==> config.mk <==
export PLATFORM = sky130hd
export DESIGN_NAME = multicycle_main_fsm
export DESIGN_NICKNAME = d
export VERILOG_FILES = /design/src/rtl/multicycle_main_fsm.sv
export SDC_FILE = /design/constraint.sdc
export NUM_CORES = 1
export LEC_CHECK = 0
export ABC_AREA = 1
export CAP_MARGIN = 15
export CORE_AREA = 2 2 39 41
export CTS_CLUSTER_DIAMETER = 50
export CTS_CLUSTER_SIZE = 28
export DETAILED_ROUTE_END_ITERATION = 16
export DIE_AREA = 0 0 41 43
export PLACE_DENSITY = 0.8
export SLEW_MARGIN = 5
export SYNTH_ARGS = -nofsm -noshare
export SYNTH_HDL_FRONTEND = slang
export SYNTH_SLANG_ARGS = --single-unit
export TNS_END_PERCENT = 30
==> constraint.sdc <==
create_clock -name clk_i -period 1.6 [get_ports clk_i]
set_input_delay 0.48 -clock clk_i [delete_from_list [all_inputs] [get_ports clk_i]]
set_output_delay 0.48 -clock clk_i [all_outputs]
set_load 0.03 [all_outputs]
==> src/rtl/multicycle_main_fsm.sv <==
// ---------------------------------------------------------------------------
// multicycle_main_fsm
//
// Main controller for the ARMv4 multicycle processor. Steps the shared
// datapath through fetch, decode, execute, memory and writeback. It drives
// the datapath mux selects and the raw regW/memW/branch strobes, which
// ConditionLogic later qualifies against cond/flags. A memory-ready
// handshake holds FETCH, MEMREAD and MEMWRITE until slow memory finishes.
//
// Ports:
//   clk_i        single clock, rising edge
//   rst_ni       synchronous reset, active low
//   op_i         instruction bits [27:26]
//   funct_i      instruction bits [25:20]; [5] = I, [0] = S/L
//   memReady_i   memory completed the current access this cycle
//   irWrite_o    load the instruction register
//   nextPC_o     PC write enable for sequential fetch
//   adrSrc_o     memory address select (0 = PC, 1 = ALU result register)
//   aluSrcA_o    ALU A select (0 = Rn, 1 = PC)
//   aluSrcB_o    ALU B select (00 = Rm, 01 = ext imm, 10 = constant 4)
//   resultSrc_o  result select (00 = ALU out reg, 01 = data reg, 10 = ALU)
//   aluOp_o      1 = ALU decoder decodes funct, 0 = force ADD
//   regW_o       raw register-write strobe
//   memW_o       raw memory-write strobe
//   branch_o     raw branch strobe
//   undefOp_o    one-cycle pulse when DECODE sees op = 11
//   state_o      current state code (debug)
// ---------------------------------------------------------------------------
module multicycle_main_fsm (
  input  logic       clk_i,
  input  logic       rst_ni,
  input  logic [1:0] op_i,
  input  logic [5:0] funct_i,
  input  logic       memReady_i,
  output logic       irWrite_o,
  output logic       nextPC_o,
  output logic       adrSrc_o,
  output logic       aluSrcA_o,
  output logic [1:0] aluSrcB_o,
  output logic [1:0] resultSrc_o,
  output logic       aluOp_o,
  output logic       regW_o,
  output logic       memW_o,
  output logic       branch_o,
  output logic       undefOp_o,
  output logic [3:0] state_o
);

  typedef enum logic [3:0] {
    FETCH    = 4'd0,
    DECODE   = 4'd1,
    MEMADR   = 4'd2,
    MEMREAD  = 4'd3,
    MEMWB    = 4'd4,
    MEMWRITE = 4'd5,
    EXECUTER = 4'd6,
    EXECUTEI = 4'd7,
    ALUWB    = 4'd8,
    BRANCH   = 4'd9
  } state_t;

  state_t state_q, state_d;

  // The output decoder looks at FETCH while reset is held, so the selects
  // show fetch values and a reset mid-instruction drops memW at once.
  state_t decState;

  // Only the I and L bits steer the sequence; the rest of funct belongs to
  // the ALU decoder.
  logic unusedFunct;
  assign unusedFunct = ^funct_i[4:1];

  assign state_o = state_q;

  always_ff @(posedge clk_i) begin
    if (!rst_ni) state_q <= FETCH;
    else         state_q <= state_d;
  end

  always_comb begin
    state_d = FETCH;
    unique case (state_q)
      FETCH:    state_d = memReady_i ? DECODE : FETCH;
      DECODE: begin
        unique case (op_i)
          2'b00:   state_d = funct_i[5] ? EXECUTEI : EXECUTER;
          2'b01:   state_d = MEMADR;
          2'b10:   state_d = BRANCH;
          default: state_d = FETCH;
        endcase
      end
      MEMADR:   state_d = funct_i[0] ? MEMREAD : MEMWRITE;
      MEMREAD:  state_d = memReady_i ? MEMWB : MEMREAD;
      MEMWB:    state_d = FETCH;
      MEMWRITE: state_d = memReady_i ? FETCH : MEMWRITE;
      EXECUTER: state_d = ALUWB;
      EXECUTEI: state_d = ALUWB;
      ALUWB:    state_d = FETCH;
      BRANCH:   state_d = FETCH;
      default:  state_d = FETCH;
    endcase
  end

  always_comb begin
    decState    = rst_ni ? state_q : FETCH;
    irWrite_o   = 1'b0;
    nextPC_o    = 1'b0;
    adrSrc_o    = 1'b0;
    aluSrcA_o   = 1'b0;
    aluSrcB_o   = 2'b00;
    resultSrc_o = 2'b00;
    aluOp_o     = 1'b0;
    regW_o      = 1'b0;
    memW_o      = 1'b0;
    branch_o    = 1'b0;
    undefOp_o   = 1'b0;
    unique case (decState)
      FETCH: begin
        aluSrcA_o   = 1'b1;
        aluSrcB_o   = 2'b10;
        resultSrc_o = 2'b10;
        irWrite_o   = memReady_i;
        nextPC_o    = memReady_i;
      end
      DECODE: begin
        aluSrcA_o   = 1'b1;
        aluSrcB_o   = 2'b10;
        resultSrc_o = 2'b10;
        undefOp_o   = (op_i == 2'b11);
      end
      MEMADR:   aluSrcB_o = 2'b01;
      MEMREAD:  adrSrc_o  = 1'b1;
      MEMWB: begin
        resultSrc_o = 2'b01;
        regW_o      = 1'b1;
      end
      MEMWRITE: begin
        adrSrc_o = 1'b1;
        memW_o   = 1'b1;
      end
      EXECUTER: aluOp_o = 1'b1;
      EXECUTEI: begin
        aluSrcB_o = 2'b01;
        aluOp_o   = 1'b1;
      end
      ALUWB:    regW_o = 1'b1;
      BRANCH: begin
        aluSrcB_o   = 2'b01;
        resultSrc_o = 2'b10;
        branch_o    = 1'b1;
      end
      default: ;
    endcase
    // Strobes are killed outright in reset, independent of the decode.
    if (!rst_ni) begin
      irWrite_o = 1'b0;
      nextPC_o  = 1'b0;
      regW_o    = 1'b0;
      memW_o    = 1'b0;
      branch_o  = 1'b0;
      undefOp_o = 1'b0;
    end
  end

endmodule

==> results of run 1 <==
layout by cell type, fill, tap and decap left out, types with 2 or more instances in the layout:
cell type        synthesis  routed
buf_4                    1      20
inv_1                   13       5
nor2_4                   0       3
dfxtp_4                  0       2
clkdlybuf4s50_1          0       2
o21ai_2                  1       2
nand3_1                 10       9
inv_2                    1       7
nor2_1                  16      11
nand2_2                  2       5
nor4_4                   0       2
clkbuf_4                 0       3
nand2_1                 13       9
dlygate4sd2_1            0       3
buf_6                    0      10
nor2_2                   3       5
nand2_4                  1       2
dfxtp_2                  0       2
inv_4                    0       2
what timing repair did:
item	CTS	global route
endpoints found under the setup margin	14	13
buffers inserted	0	1
pin swaps	5	3
resized for setup	32	11
worst max path at each step:
stage                                from  slack [ns]  depth (start not counted)        endpoint
global placement                   rst_ni       -0.49                          6       undefOp_o
floorplan           state_o[1]$_SDFF_PN0_       -0.11                          4        nextPC_o
global route        state_o[1]$_SDFF_PN0_       -0.25                          6       undefOp_o
CTS                 state_o[2]$_SDFF_PN0_       -0.15                          5    aluSrcB_o[0]
finish              state_o[1]$_SDFF_PN0_       -0.15                          6       undefOp_o
detailed placement                 rst_ni       -0.54                          6  resultSrc_o[1]
power by group:
group,switching (mW),internal (mW),leakage [nW]
registers,0.0148,0.108,0.0350
logic,0.144,0.104,0.382
clock network,0.0402,0.0837,0.0138
metrics by stage:
stage	instance area [sq um]	std cells	utilization, %	setup slack [ns]
2_1_floorplan	475	74	-	-0.112
3_3_place_gp	772	125	55.8	-0.490
3_5_place_dp	772	125	55.8	-0.540
4_1_cts	842	128	60.8	-0.145
5_1_grt	882	129	63.7	-0.245
6_report	882	129	63.7	-0.146
cells in the mapped netlist:
master	number	area (sq um)
a21oi_1	2	10.0
buf_4	1	7.51
dfxtp_1	4	80.1
inv_1	13	48.8
inv_2	1	3.75
nand2_1	13	48.8
nand2_2	2	12.5
nand2_4	1	11.3
nand3_1	10	50.1
nor2_1	16	60.1
nor2_2	3	18.8
nor3_1	2	10.0
nor4_1	1	6.26
nor4_2	1	12.5
o21a_1	1	7.51
o21ai_0	1	5.00
o21ai_1	1	5.00
o21ai_2	1	8.76
cell families (layout without fill, tap and decap cells):
logic type / Yosys count / after routing / synth area share, %
AND/OR/NAND/NOR: 49 / 49 / 56.6
buffers and inverters: 15 / 54 / 14.8
AO/OA/AOI/OAI: 6 / 6 / 8.92
flip-flops: 4 / 4 / 19.7
per-layer routing:
metal | vias up | wire length, um | share of wire (%)
met4 | 0 | 0 | 0
met3 | 0 | 72 | 4.7
met2 | 22 | 878 | 57
met5 | - | 0 | 0
li1 | 311 | - | -
met1 | 297 | 577 | 38
critical path: stages, from the launching register on:
cell,delay [ns]
dfxtp_4,0.36
inv_4,0.07
nand2_2,0.07
nor2_4,0.10
inv_2,0.08
nor4_4,0.15
buf_4,0.20
cell type report:
cell class                 instances  area, sq um
inverter                          14         57.6
sequential                         4         90.1
timing repair buffer              37          324
fill                             112          502
multi-input combinational         55          368
clock buffer                       3         22.5
tap                               16         20.0
==> results.md, run 1 <==
* Failing checks: negative setup slack
* Overflow after GRT at 0
* Worst-case clock buffer depth at 2
* Drt pass-1 iters at 4
* YS warnings at 0
* DRT iter0 DRCs at 7
* WS Path Type: flip-flop to output pin
* Die ar. at roughly 0.0018 sq mm
* Final #Nets at ~130
* Hold path depth at 4
* Min-delay src: rst_ni
* # IOs at 28
* Clk_skew at about 0.007 ns
* Max_cap viols at 0
* Count of cell types in the netlist at 18
* R2R cell count at 8
* Cells after Synth at 74
* Syn avg cell area at 5.50 sq um
* Setup slack after layout at -0.146 ns
* Number of global-route vias before repair at 558
* Syn_nets at 85
* Peak supply drop at 491 uV
* Number of hold buffers added after CTS at 0
* Worst slew pin tran at 0.300 ns
* Crit. End Element: output pin
* Worst setup SP type: flip-flop
* Worst R2R End: state_o[0]$_SDFF_PN0_
* Clk Latency, worst-skew pair at between 0.2 and 0.25 ns
* Detail-routed via count per cell at 4.88
* Largest register FFs at 4
* Final hold vios at 0
* Setup TNS at -0.732 ns
* Antenna cells at 0
* Overall global routing resource usage at 19.2%
* Register area share after synthesis at 19.7%
* Count of pins over their slew limit at 0
* Initial core utilization at 29.4%
* Static Leak at roughly 0.43 nW
* Reg clk slew, reported paths at about 0.030 ns
* CTS Buf Count at 3
* Design Power at 0.494 mW
* FF+latch count, synth at 4
* Slew Limit Headroom at 80.0%
* Routed Antenna Nets at 0
* Die W at 41 um
* HPWL after DPL at 1230 um
* M1 GR Usage at 18.8%
* Worst EP arrival at ~1.3 ns
* Most used routing layer in global routing: met2
* F_max at 0.573 GHz
* Worst hold path type: input port to flip-flop
* Core Area at 0.00138 sq mm
* M3 GR Usage at 3.14%
* Initial antenna violation count at 0
* Setup slack, reg-to-reg at 0.50 ns
* I/O Buffers at 23
* CTS tree: built
* Area delta synth->final at 117%
* Status: complete, but fails checks
* Total power density per cell area at 560 mW/mm^2
* CTS HTree Levels at 1
* Die Y at 43 um
* Fin crit share at 109%
* Sink Count at 4
* GR Util met2 at 36.9%
* Rows at 14
* DR vias at 630
* Residual DRC at 0
* Fin Hold WS at 0.601 ns
* Post-route minimum period at 1.75 ns
* Clock root buffer: clkbuf_4
* RSZ-0062 raised after global routing: true
* Hold endpoint: state_o[1]$_SDFF_PN0_
* Critical path peak fanout at 5
* WL final at 1530 um
* Pin count of the biggest net entering global routing at 6
* Fraction of layout instances using a drive strength above 1 at 61.9%
* Critical path data required time at 1.12 ns
* Final setup viols at 11
* Reg2Reg Launch Point: state_o[1]$_SDFF_PN0_
* Mapped cell area at between 400 and 500 sq um
* DR WL/cell at 11.8 um
* RD Place Congestion at 0.889
* First-pass GRT wire length at 2300 um
(Power assumes the default switching activity.)
==> run 2, diff against run 1 <==
- ABC_CLOCK_PERIOD_IN_PS: default -> 1600
==> results of run 2 <==
Final layout, timing and power as in run 1 (identical DEF).
==> run 3, diff against run 2 <==
- HOLD_SLACK_MARGIN: default -> 0.02
==> results of run 3 <==
Final layout, timing and power as in run 1 (identical DEF).
